==> src/rtl/spi_adc_rx_multi.sv <==
// spi_adc_rx_multi: shared-CS/SCLK reader for NUM_CH AD7276-class ADCs, all channels emitted as one AXI-Stream beat
module spi_adc_rx_multi #(
    parameter int NUM_CH     = 2,
    parameter int ADC_BITS   = 12,
    parameter int FRAME_BITS = 16,
    parameter int LEAD_BITS  = 2,
    parameter int SCLK_DIV   = 2,
    parameter int PKT_LEN    = 256
) (
    input  logic                         i_clk,
    input  logic                         i_rst,
    input  logic                         i_enable,
    input  logic [NUM_CH-1:0]            i_data,
    output logic                         o_cs,
    output logic                         o_sclk,
    input  logic [31:0]                  i_sample_div,
    output logic [31:0]                  o_sample_div_eff,
    output logic [NUM_CH*ADC_BITS-1:0]   m_axis_tdata,
    output logic                         m_axis_tvalid,
    input  logic                         m_axis_tready,
    output logic                         m_axis_tlast,
    output logic                         o_overrun,
    input  logic                         i_clr_overrun,
    output logic                         o_busy
);
    localparam int MIN_DIV = 2 * SCLK_DIV * FRAME_BITS + 4;
    localparam int PW      = $clog2(2 * SCLK_DIV);
    localparam int BW      = $clog2(FRAME_BITS + 1);
    localparam int KW      = PKT_LEN > 1 ? $clog2(PKT_LEN) : 1;
    localparam int CAP     = LEAD_BITS + ADC_BITS;

    typedef enum logic [1:0] {IDLE, CONVERT, QUIET} state_t;

    state_t                       state, state_nxt;
    logic [31:0]                  div_cnt;
    logic [PW-1:0]                ph;
    logic [BW-1:0]                bc;
    logic [KW-1:0]                beat;
    logic [ADC_BITS-1:0]          sh [NUM_CH];
    logic [NUM_CH*ADC_BITS-1:0]   sample;
    logic                         tick, period_end, last_bit, quiet_end, shift, load, hs, last_beat;

    assign o_sample_div_eff = (i_sample_div >= 32'(MIN_DIV)) ? i_sample_div : 32'(MIN_DIV);
    assign tick       = div_cnt == o_sample_div_eff - 32'd1;
    assign period_end = ph == PW'(2 * SCLK_DIV - 1);
    assign last_bit   = bc == BW'(FRAME_BITS - 1);
    assign quiet_end  = ph == PW'(1);
    // Only bits up to the sample LSB are kept; lead bits fall off the top, trailing bits never enter
    assign shift      = state == CONVERT && ph == PW'(SCLK_DIV) && bc < BW'(CAP);
    assign load       = state == QUIET && quiet_end;
    assign hs         = m_axis_tvalid && m_axis_tready;
    assign last_beat  = beat == KW'(PKT_LEN - 1);
    assign m_axis_tlast = m_axis_tvalid && last_beat;

    always_ff @(posedge i_clk or posedge i_rst)
        if (i_rst) div_cnt <= '0;
        else div_cnt <= (div_cnt >= o_sample_div_eff - 32'd1) ? '0 : div_cnt + 32'd1;

    always_ff @(posedge i_clk or posedge i_rst)
        if (i_rst) state <= IDLE;
        else state <= state_nxt;

    always_comb begin
        state_nxt = state;
        o_cs      = 1'b1;
        o_sclk    = 1'b1;
        o_busy    = state != IDLE;
        case (state)
            IDLE:    state_nxt = (tick && i_enable) ? CONVERT : IDLE;
            CONVERT: begin
                o_cs      = 1'b0;
                o_sclk    = ph >= PW'(SCLK_DIV);
                state_nxt = (period_end && last_bit) ? QUIET : CONVERT;
            end
            QUIET:   state_nxt = quiet_end ? IDLE : QUIET;
            default: state_nxt = IDLE;
        endcase
    end

    always_ff @(posedge i_clk or posedge i_rst)
        if (i_rst) begin
            ph <= '0;
            bc <= '0;
        end else if (state_nxt != state) begin
            ph <= '0;
            bc <= '0;
        end else if (state != IDLE) begin
            ph <= (state == CONVERT && period_end) ? '0 : ph + 1'b1;
            bc <= (state == CONVERT && period_end) ? bc + 1'b1 : bc;
        end

    always_ff @(posedge i_clk or posedge i_rst)
        if (i_rst) begin
            for (int k = 0; k < NUM_CH; k++) sh[k] <= '0;
        end else if (shift) begin
            for (int k = 0; k < NUM_CH; k++) sh[k] <= {sh[k][ADC_BITS-2:0], i_data[k]};
        end

    always_comb begin
        sample = '0;
        for (int k = 0; k < NUM_CH; k++) sample[k*ADC_BITS +: ADC_BITS] = sh[k];
    end

    always_ff @(posedge i_clk or posedge i_rst)
        if (i_rst) begin
            m_axis_tvalid <= 1'b0;
            m_axis_tdata  <= '0;
            beat          <= '0;
            o_overrun     <= 1'b0;
        end else begin
            if (load && (!m_axis_tvalid || m_axis_tready)) begin
                m_axis_tdata  <= sample;
                m_axis_tvalid <= 1'b1;
            end else if (hs) begin
                m_axis_tvalid <= 1'b0;
            end
            if (hs) beat <= last_beat ? '0 : beat + 1'b1;
            // A fresh overrun beats a simultaneous clear
            if (load && m_axis_tvalid && !m_axis_tready) o_overrun <= 1'b1;
            else if (i_clr_overrun) o_overrun <= 1'b0;
        end
endmodule

==> config.mk <==
export PLATFORM = sky130hd
export DESIGN_NAME = spi_adc_rx_multi
export DESIGN_NICKNAME = d
export VERILOG_FILES = /design/src/rtl/spi_adc_rx_multi.sv
export SDC_FILE = /design/constraint.sdc
export NUM_CORES = 1
export LEC_CHECK = 0
export CAP_MARGIN = 20
export CORE_MARGIN = 4
export CORE_UTILIZATION = 54
export DETAILED_ROUTE_END_ITERATION = 12
export PLACE_DENSITY = 0.81
export REMOVE_ABC_BUFFERS = 1
export SLEW_MARGIN = 20
export SYNTH_ARGS = -nofsm -noshare
export SYNTH_HDL_FRONTEND = slang
export SYNTH_SLANG_ARGS = --single-unit
==> constraint.sdc <==
create_clock -name i_clk -period 9.2 [get_ports i_clk]
set_input_delay 1.84 -clock i_clk [delete_from_list [all_inputs] [get_ports i_clk]]
set_output_delay 1.84 -clock i_clk [all_outputs]
set_load 0.005 [all_outputs]
Yosys cells after proc, flatten, opt, wreduce, memory -nomap -nowiden
Index checks and enable logic that the tools add are counted.
{ "word_totals": {"in_bits": 39, "out_inout_bits": 62, "ff_bits": 99} }
{ "op_classes": {"n_reduce_logical": 21, "addsub": 5, "eq_ne": 9, "order_cmp": 4, "n_mux": 19} }
{ "ops": {"columns": ["op", "n"], "rows": [
  ["$mux W32", 2],
  ["$add A32 B1 Y32 const B", 1],
  ["$eq A32 B32 Y1", 1],
  ["$ge A32 B32 Y1", 1],
  ["$ge A32 B7 Y1 const B", 1],
  ["$sub A32 B1 Y32 const B", 1],
  ["$mux W5", 3],
  ["$logic_and A1 B1 Y1", 11],
  ["$mux W2", 5],
  ["$reduce_bool A2 Y1", 5],
  ["$add A8 B1 Y8 const B", 1],
  ["$eq A8 B8 Y1 const B", 1],
  ["$mux W8", 1],
  ["$mux W1", 7],
  ["$eq A2 B2 Y1 const B", 3],
  ["$pmux W2 S3", 1],
  ["$add A5 B1 Y5 const B", 1],
  ["$eq A5 B4 Y1 const B", 1],
  ["$lt A5 B4 Y1 const B", 1],
  ["$eq A2 B1 Y1 const B", 2],
  ["$add A2 B1 Y2 const B", 1],
  ["$ge A2 B2 Y1 const B", 1],
  ["$logic_not A1 Y1", 2],
  ["$logic_not A2 Y1", 1],
  ["3 further kinds", 3]
]} }

Depth between registers and ports, before layout
Gate-level depths: netlist of run 1.
{ "depth": {"depth_word": 10, "depth_mapped": 19, "depth_no_buf": 18} }

Worst setup path before layout of run 1
No wires, ideal clock.
{ "synth_path": {"path_kind": "input to register", "start": "input i_sample_div[20]", "end": "register bc[0]", "t_arrival_ns": 6.577, "path_buffers": 1, "path_slack_ns": 2.488, "setup_time_ns": 0.135, "stages": 18, "path_cell_list": "or4_1 > or4_1 > nor2_1 > nand2b_1 > nand2_1 > ha_1 > inv_1 > or3_1 > clkbuf_1 > nor3_1 > nand2_1 > xor2_1 > ha_1 > nand4_1 > or4b_2 > or4_1 > o21ai_1 > nor2_1"} }
{ "synth_between": {"elab_chain_len": 10} }
{ "synth_rtl": {"columns": ["item", "line_no", "source"], "rows": [
  ["start: declaration", "16", "input logic [31:0] i_sample_div,"],
  ["$ge A32 B7 Y1", "43", "assign o_sample_div_eff = (i_sample_div >= 32'(MIN_DIV)) ? i_sample_div : 32'(MIN_DIV);"],
  ["$mux W32 *", "43", null],
  ["$sub A32 B1 Y32 *", "44", "assign tick = div_cnt == o_sample_div_eff - 32'd1;"],
  ["$eq A32 B32 Y1 *", "44", null],
  ["$logic_and A1 B1 Y1 *", "69", "IDLE: state_nxt = (tick && i_enable) ? CONVERT : IDLE;"],
  ["$mux W1 *", "69", null],
  ["$pmux W2 S3 *", "68", "case (state)"],
  ["$ne A2 B2 Y1 *", "84", "end else if (state_nxt != state) begin"],
  ["$reduce_bool A2 Y1 (no line)", null, null],
  ["$reduce_and A2 Y1 (no line)", null, null],
  ["end signal: assignment", "89", "bc <= (state == CONVERT && period_end) ? bc + 1'b1 : bc;"],
  ["end: declaration", "37", "logic [BW-1:0] bc;"]
]} }
Mark *: on every way between the ends. The rest lies on a longest branch, timed or not.
A chain may end at the register's enable or synchronous reset.

Worst setup path in the final report of run 1
{ "layout_path": {"start": "input i_sample_div[20]", "end": "register bc[3]"} }
Same word-level chain as after synthesis.

==> results of run 1 <==
[kinds of logic after synthesis]
logic type                 synth area share
and+or+nand+nor                       0.205
DFF                                   0.430
xor gates and xnor gates              0.100
buffers and inverters                0.0354
muxes                                0.0974
AOI/OAI and AO/OA                    0.0453
adders and majority gates            0.0868
[state kept, by name (all words and copies together) (netlist names)]
register,flops
m_axis_tdata,24
beat,8
state,2
sample,24
o_overrun,1
ph,2
div_cnt,32
m_axis_tvalid,1
bc,5
[metrics by stage]
step | power, W | hold WS, ns | instances | worst slack, ns | utilization
floorplan | 0.000653 | 0.445 | 532 | 1.77 | -
CTS | 0.00103 | 0.502 | 788 | 1.47 | 0.680
global route | 0.00109 | 0.525 | 789 | 1.31 | 0.681
finish | 0.00102 | 0.504 | 789 | 1.61 | 0.681
detailed placement | 0.000748 | 0.484 | 772 | 1.13 | 0.660
global placement | 0.000728 | 0.464 | 772 | 1.53 | 0.659
[path summary, 6_finish.rpt]
kind | startpoint | end | slack (ns) | cells past startpoint
max | i_sample_div[20] | bc[3] | 1.61 | 18
min | beat[6] | beat[6] | 0.50 | 1
max reg2reg | div_cnt[0] | bc[3] | 6.39 | 8
min reg2reg | beat[6] | beat[6] | 0.50 | 1
max in group asynchronous | i_rst | sample[17] | 6.23 | 3
min in group asynchronous | i_rst | div_cnt[23] | 1.82 | 2
[per-layer routing]
| layer | wire length, um | vias up | share of wire |
|---|---|---|---|
| met3 | 762 | 14 | 0.059 |
| met2 | 6360 | 153 | 0.49 |
| met4 | 166 | 0 | 0.013 |
| met1 | 5680 | 2205 | 0.44 |
| li1 | - | 2161 | - |
| met5 | 0 | - | 0 |
[placed cells by master (no fill, tap or decap), drive strengths merged, types with 10 or more instances in the layout]
cell type,Yosys,layout
or3,11,11
nand4,19,19
dfrtp,99,99
ha,40,40
nor4,12,12
nand2,36,36
xnor2,42,42
inv,14,17
nor2,37,37
nor3,47,47
clkdlybuf4s50,0,100
a21oi,16,16
xor2,24,24
and3,11,11
o21ai,11,11
nand3,15,15
clkbuf,39,10
mux2,49,49
[power by group]
part,total (W),internal [W],switching [W],leakage [nW]
combinational,0.000208,0.000105,0.000104,1.63
sequential,0.000533,0.000475,0.0000585,1.29
clock,0.000283,0.000130,0.000153,0.0959
total,0.00102,0.000710,0.000315,3.01
[final cells by class]
type,count,share of cell area
Inverter,14,0.00780
Sequential cell,99,0.351
Multi-Input combinational cell,419,0.441
Clock buffer,9,0.0176
Tap cell,136,0.0241
Clock inverter,7,0.0119
Timing Repair Buffer,105,0.147
[critical path: stages]
cell	delay, ns
clkdlybuf4s50_1	0.53
or4_1	0.64
or4_1	0.53
nor2_1	0.35
nand2b_1	0.25
nand2_1	0.19
ha_1	0.21
inv_1	0.07
or3_1	0.51
nor3_1	0.28
nand2_1	0.11
xor2_1	0.15
ha_1	0.29
nand4_1	0.13
or4b_2	0.73
or4_1	0.57
o21ai_1	0.32
nor2_1	0.11
==> summary.md, run 1 <==
| Metric | Value |
|---|---|
| Status | completed |
| Port buffer count | 100 |
| Clock buffer depth | 2 |
| Wire per inst | about 16 um |
| Crit path launch type | primary input |
| Yosys cell types | 48 |
| Sequential-to-total area share from yosys stat | 0.430 |
| Area grow syn2layout | 22.4% |
| Filler cells | between 700 and 800 |
| Peak supply drop | roughly 0.000073 V |
| H-tree Lvls | 3 |
| Crit-path max FO | 9 |
| Wire length after detailed routing | about 13,000 um |
| DIE HEIGHT | 111 um |
| Leading register cell type out of synthesis | dfrtp_1 |
| Maxcap violations | 0 |
| Final worst path period share | 0.825 |
| RSZ-0062 raised after global routing | no |
| Vias per cell | between 5 and 6 |
| Final Instance Area | 7060 um^2 |
| Cts hold-fix bufs | 0 |
| Die Area | roughly 12,000 um^2 |
| Most area-hungry cell type in the Yosys netlist | dfrtp_1 |
| FF/Latch Area | 2480 um^2 |
| Final hold viol count | 0 |
| Post-DP HPWL | 10,000 um |
| Synth area leaders | dfrtp_1, mux2_2, ha_1, xnor2_1, nor3_1 |
| Postcts setup bufs | 0 |
| Leak | roughly 3 nW |
| Total grt overflow | 0 |
| Relative slew slack | 0.468 |
| First-pass GRT wire length | about 22,000 um |
| I/O pins | 101 |
| First-pass DRT Iterations | 5 |
| ANT nets after route | 0 |
| Avg Synthesized Cell Area | slightly above 10 um^2 |
| Vias in the first global route | 4,603 |
| Tot GR Track Use | 0.214 |
| Clk_lat worst skew | 0.36 ns |
| CTS buffer count | 9 |
| Minimum clock period | approximately 7.6 ns |
| Most Crowded Layer GR | met2 |
| Commonest cells in the netlist | dfrtp_1, mux2_2, nor3_1 |
| # rows | 37 |
| Fmax | about 130 MHz |
| Synthesized area | just under 6000 um^2 |
| Most frequent cell after synthesis | dfrtp_1 |
| Final setup TNS | 0 ns |
| Sink Count | 99 |
| Slew Limit Fails | 0 |
| GR Layer Usage met2 | 0.366 |
| Number of enable flip-flop cells after synthesis | 0 |
| Gate count of the mapped netlist | around 570 |
| CTS clk-pin slew, worst paths | about 0.090 ns |
| Worst slew pin tran | ~0.80 ns |
| Worst Skew | 0.0140 ns |
| Met3 usage | 0.0457 |
| Critical path type | primary input to flop |
| Routability Congestion | about 0.86 |
| Share of cells above drive strength 1 | 0.132 |
| Starting DRT DRC Count | 430 |
| Core area | between 10,000 and 15,000 um^2 |
| Area of the multi-input gates | 3110 um^2 |
| DRC viols | 0 |
| Initial antenna violation count | 0 |
| Die width | 111 um |
| Nets | about 730 |
| CP required | 9.42 ns |
| Yosys reg bits | slightly below 100 |
| GR Util met1 | 0.276 |
| Cell Pwr Density | 145 nW/um^2 |
| Root buffer cell | clkbuf_8 |
| Placement Cell Area | 6850 um^2 |
| Initial Util | 0.556 |
| Arr. time, crit path | about 7.8 ns |
| Largest net degree at the start of global routing | between 60 and 70 |
| HP Class | flop to flop |
| Ant diodes | 0 |
| Worst Setup End Kind | flop |
| Synth top area share | 0.430 |
| Ys Warns | 0 |
| Vias | between 4,000 and 5,000 |
| Ys async rst share | 1.00 |
| Final setup fails | 0 |
| Resized Gates After CTS | 0 |
| TritonCTS clock tree | yes |
Note: power is estimated with default switching activity, not from simulation.
==> run 2: changes to the inputs <==
- CORE_UTILIZATION: 54 -> 48
- PLACE_DENSITY: 0.81 -> 0.77
- clock period: 9.2 -> 6.4 ns (I/O delays scaled with it)
==> summary.md, run 2 (synthesis gave the netlist of run 1 again) <==
| Metric | Value |
|---|---|
| Cts hold-fix bufs | 0 |
| Critical path type | primary input to flop |
| Largest net degree at the start of global routing | 61 |
| Total power | roughly 0.0016 W |
| Crit-path max FO | 17 |
| Clk_lat worst skew | 0.34 ns |
| Crit-path cells | clkdlybuf4s50_1 > or4_4 > or4_4 > or2_4 > nand2b_1 > nand2_1 > ha_1 > inv_1 > or3_1 > buf_4 > or4_4 > nor2_2 > xnor2_1 > ha_1 > nand4_1 > nor2_1 > a2111oi_2 > buf_4 > o21bai_2 > buf_12 > nor3_1 |
| Nets | 762 |
| Worst Setup End Kind | flop |
| ANT nets after route | 0 |
| Area grow syn2layout | 29.3% |
| Final setup TNS | 0 ns |
| Clock buffer depth | 2 |
| Peak supply drop | ~0.00013 V |
| Final Instance Area | 7460 um^2 |
| TritonCTS clock tree | yes |
| Worst Skew | 0.00984 ns |
| CP required | about 6.7 ns |
| # rows | 39 |
| RSZ-0062 raised after global routing | no |
| Buf/Inv on CP | 5 |
| Vias per cell | between 5 and 6 |
| Wire length after detailed routing | roughly 14,000 um |
| CTS clk-pin slew, worst paths | about 0.08 ns |
| Initial Util | 0.497 |
| HP Class | flop to flop |
| DIE HEIGHT | roughly 120 um |
| Die width | approximately 120 um |
| Fmax | 166 MHz |
| Starting DRT DRC Count | around 440 |
| H-tree Lvls | 3 |
| Leak | between 3 and 4 nW |
| DRC viols | 0 |
| Relative slew slack | 0.509 |
| Root buffer cell | clkbuf_16 |
| First-pass DRT Iterations | 4 |
| Reg with most FFs | div_cnt |
| Final hold viol count | 0 |
| Final worst path period share | 0.943 |
| Core area | approximately 12,000 um^2 |
| I/O pins | 101 |
| Tot GR Track Use | 0.201 |
| Total grt overflow | 0 |
| CP most frequent cell | or4_4 |
| Arr. time, crit path | about 6.3 ns |
| Max reg flops | 32 |
| Filler cells | around 910 |
| Crit path launch type | primary input |
| Slew Limit Fails | 0 |
| Initial antenna violation count | 0 |
| Status | completed |
| CP delay by family, top | simple AND/OR/NAND/NOR gates |
| Crit-path max cell delay | around 0.54 ns |
| Wire per inst | about 16 um |
| Cell count after placement | 815 |
| Routability Congestion | around 0.87 |
| Die Area | roughly 14,000 um^2 |
| Ant diodes | 0 |
| Vias | approximately 4,700 |
| Sink Count | between 90 and 100 |
| Share of cells above drive strength 1 | 0.183 |
| Minimum clock period | about 6.0 ns |
| Util after Layout | 0.642 |
| Worst slew pin tran | around 0.74 ns |
| Maxcap violations | 0 |
| Vias in the first global route | between 4,000 and 5,000 |
| CTS buffer count | 9 |
| Placement Cell Area | 7140 um^2 |
| Post-DP HPWL | approximately 10,000 um |
| Final setup fails | 0 |
| Commonest non-fill, non-tap cell in the layout | clkdlybuf4s50_1 |
| First-pass GRT wire length | between 20,000 and 25,000 um |
| Port buffer count | 100 |
| Finished Layout Cells | roughly 830 |
| Commonest cells after routing, fill and taps aside | clkdlybuf4s50_1, dfrtp_1, mux2_2 |
| Slowest stage cell, crit path | or4_4 |
| Cell Pwr Density | 216 nW/um^2 |
run 2: changes by cell type in the layout (fill, tap and decap cells not counted), moves of 2 or more:
cell        previous run  this run
buf_4                  4        38
clkinvlp_4             3         0
clkbuf_8               9         0
nor3_1                46        44
buf_12                 0         2
nor3_2                 1         3
clkbuf_16              0         9
inv_6                  1         3
run 2: metrics by stage:
step / worst slack [ns] / hold slack [ns]
5_1_grt: 0.0420 / 0.526
2_1_floorplan: -0.466 / 0.445
4_1_cts: 0.209 / 0.504
3_5_place_dp: -0.165 / 0.494
3_3_place_gp: 0.0307 / 0.471
6_report: 0.364 / 0.502
run 2: per-layer routing:
layer	share of wire	vias to the layer above	GRT usage
met5	0	-	0
met1	0.42	2307	0.253
met2	0.51	143	0.352
li1	-	2227	-
met4	0.017	0	0.0462
met3	0.054	21	0.0461
run 2: report_power, final:
part	switching [W]	leakage (nW)	internal (W)
Clock	0.000252	0.145	0.000274
Sequential	0.0000843	1.29	0.000683
Combinational	0.000151	1.81	0.000169
run 2: final timing paths:
| path | startpoint | to | slack, ns | depth (start not counted) |
|---|---|---|---|---|
| hold reg to reg | beat[6] | beat[6] | 0.50 | 1 |
| max in group asynchronous | i_rst | m_axis_tdata[17] | 4.00 | 3 |
| min in group asynchronous | i_rst | o_overrun | 1.41 | 2 |
| setup / recovery | i_sample_div[15] | div_cnt[20] | 0.36 | 21 |
| setup reg to reg | div_cnt[0] | bc[4] | 3.76 | 8 |
| hold / removal | beat[6] | beat[6] | 0.50 | 1 |
run 2: layout make-up:
class | instances | area [um^2] | share of cell area
Clock buffer | 9 | 225 | 0.0302
Clock inverter | 7 | 67.6 | 0.00906
Inverter | 14 | 55.1 | 0.00738
Multi-Input combinational cell | 419 | 3130 | 0.419
Sequential cell | 99 | 2480 | 0.332
Tap cell | 143 | 179 | 0.0240
Timing Repair Buffer | 140 | 1330 | 0.178
run 2: what timing repair did:
| item | 4_1_cts | 5_1_grt |
|---|---|---|
| gates resized for setup | 0 | 5 |
| endpoints found under the setup margin | 0 | 18 |
| buffers inserted | 0 | 0 |
==> run 3: changes to the inputs <==
- CORE_MARGIN: 4 -> default
==> summary.md, run 3 (synthesis gave the netlist of run 1 again) <==
| Metric | Value |
|---|---|
| Worst slew pin tran | slightly below 0.7 ns |
| Minimum clock period | around 6 ns |
| Pre-CTS setup slack | -0.235 ns |
| Clk network pwr share | 0.330 |
| Clock buffer depth | 2 |
| Critical path type | primary input to flop |
| Crit-path max FO | 7 |
| Worst hold stages | 1 |
| Cell count after placement | between 800 and 900 |
| Status | finished with violations |
| Hold Path End | beat[6] |
| Maxcap violations | 0 |
| Worst Setup End Kind | flop |
| Nets | between 700 and 800 |
| Capturing point of the worst reg2reg path | bc[4] |
| HP Class | flop to flop |
| Fmax | about 160 MHz |
| CTS clk-pin slew, worst paths | 0.07 ns |
| ANT nets after route | 0 |
| H-tree Lvls | 3 |
| Routability Congestion | roughly 0.9 |
| Final setup fails | 0 |
| Final worst path period share | 0.951 |
| Port buffer count | 100 |
| Final WS setup | around 0.31 ns |
| Arr. time, crit path | between 6 and 7 ns |
| Crit path launch type | primary input |
| Commonest cells after routing, fill and taps aside | clkdlybuf4s50_1, dfrtp_1, mux2_2 |
| Logic gate share of total power | 0.198 |
| Leak | 3.25 nW |
| DIE HEIGHT | roughly 110 um |
| Ant diodes | 0 |
| Die Area | roughly 12,000 um^2 |
| Wire per inst | 15.5 um |
| Sink Count | between 90 and 100 |
| Starting DRT DRC Count | 410 |
| Final hold viol count | 0 |
| Switching Share | 0.302 |
| Post-DP HPWL | between 10,000 and 15,000 um |
| Largest net degree at the start of global routing | 59 |
| Hold Path Origin | beat[6] |
| Clk_lat worst skew | 0.34 ns |
| RSZ-0062 raised after global routing | no |
| Failing checks | DRC |
| Flop pwr share | 0.472 |
| # rows | 39 |
| Max reg flops | 32 |
| Peak supply drop | around 0.00016 V |
| Finished Layout Cells | between 800 and 900 |
| Reg with most FFs | div_cnt |
| CP required | 6.61 ns |
| Root buffer cell | clkbuf_16 |
| Cell Pwr Density | 216 nW/um^2 |
| Commonest non-fill, non-tap cell in the layout | clkdlybuf4s50_1 |
| I/O pins | 101 |
| Relative slew slack | 0.544 |
| TritonCTS clock tree | yes |
| DRC viols | 8 |
| Worst Skew | about 0.01 ns |
| Internal | 0.00113 W |
| Initial Util | 0.499 |
| R2r setup slk | around 3.8 ns |
| Total grt overflow | 0 |
| R2R depth | 8 |
| Share of cells above drive strength 1 | 0.184 |
| Wire length after detailed routing | about 13,000 um |
| Tot GR Track Use | 0.219 |
| Die width | roughly 110 um |
| First-pass GRT wire length | around 22,000 um |
| Initial antenna violation count | 0 |
| Vias | roughly 4,600 |
| First-pass DRT Iterations | 9 |
| Area grow syn2layout | 29.6% |
| CTS buffer count | 9 |
| Vias in the first global route | approximately 4,800 |
| Vias per cell | about 5.6 |
| RR Startpoint | div_cnt[0] |
| Slew Limit Fails | 0 |
| Core area | 11,600 um^2 |
| P_sw | around 0.00049 W |
[run 3: worst max path at each step]
| stage | from | end | slack (ns) |
|---|---|---|---|
| 4_1_cts | i_sample_div[15] | bc[3] | 0.12 |
| 6_report | i_sample_div[15] | bc[4] | 0.31 |
| 2_1_floorplan | i_sample_div[20] | div_cnt[10] | -0.47 |
| 3_5_place_dp | i_sample_div[15] | bc[3] | -0.24 |
| 3_3_place_gp | i_sample_div[15] | bc[0] | -0.03 |
| 5_1_grt | i_sample_div[15] | div_cnt[3] | 0.03 |
[run 3: power groups by stage]
stage,registers [W],logic (W),clock network (W)
2_1_floorplan,0.000749,0.000191,0
3_3_place_gp,0.000769,0.000301,0
3_5_place_dp,0.000771,0.000318,0
4_1_cts,0.000762,0.000318,0.000546
5_1_grt,0.000772,0.000362,0.000569
6_report,0.000763,0.000320,0.000533
[run 3: worst max-delay path: stages]
cell,delay [ns]
clkdlybuf4s50_1,0.46
or4_4,0.59
or4_4,0.43
or2_4,0.26
nand2b_1,0.18
nand2_1,0.11
ha_1,0.17
inv_1,0.06
or3_1,0.43
nor3_1,0.20
xnor2_1,0.10
ha_1,0.29
and3_1,0.16
nand3_1,0.08
or4b_2,0.67
or4_1,0.56
o21ai_2,0.17
a211oi_1,0.09
[run 3: per-layer routing]
layer	vias up	global-route usage	wire [um]
li1	2237	-	-
met1	2216	0.284	5820
met2	167	0.366	6150
met3	23	0.0425	698
met4	0	0.0802	281
met5	-	0	0
[run 3: layout make-up]
| type | count | area [um^2] |
|---|---|---|
| fill | 897 | 4090 |
| multi-input combinational | 419 | 3120 |
| sequential | 99 | 2480 |
| timing repair buffer | 142 | 1340 |
| clock buffer | 9 | 225 |
| tap | 143 | 179 |
| clock inverter | 7 | 77.6 |
| inverter | 14 | 55.1 |
[run 3: repair_timing]
action	in CTS	in global routing
gates resized for setup	0	4
endpoints found under the setup margin	0	38
endpoints found under the hold margin	0	0
buffers inserted	0	0
hold buffers	0	0
[run 3: metrics by stage]
step           TNS, ns  power, W  cell area [um^2]  hold WS [ns]   util
2_1_floorplan   -14.81  0.000939              5620         0.445      -
3_3_place_gp    -0.207   0.00107              7150         0.462  0.619
3_5_place_dp     -3.48   0.00109              7150         0.462  0.619
4_1_cts              0   0.00163              7460         0.478  0.645
5_1_grt              0   0.00170              7480         0.507  0.646
6_report             0   0.00162              7480         0.473  0.646
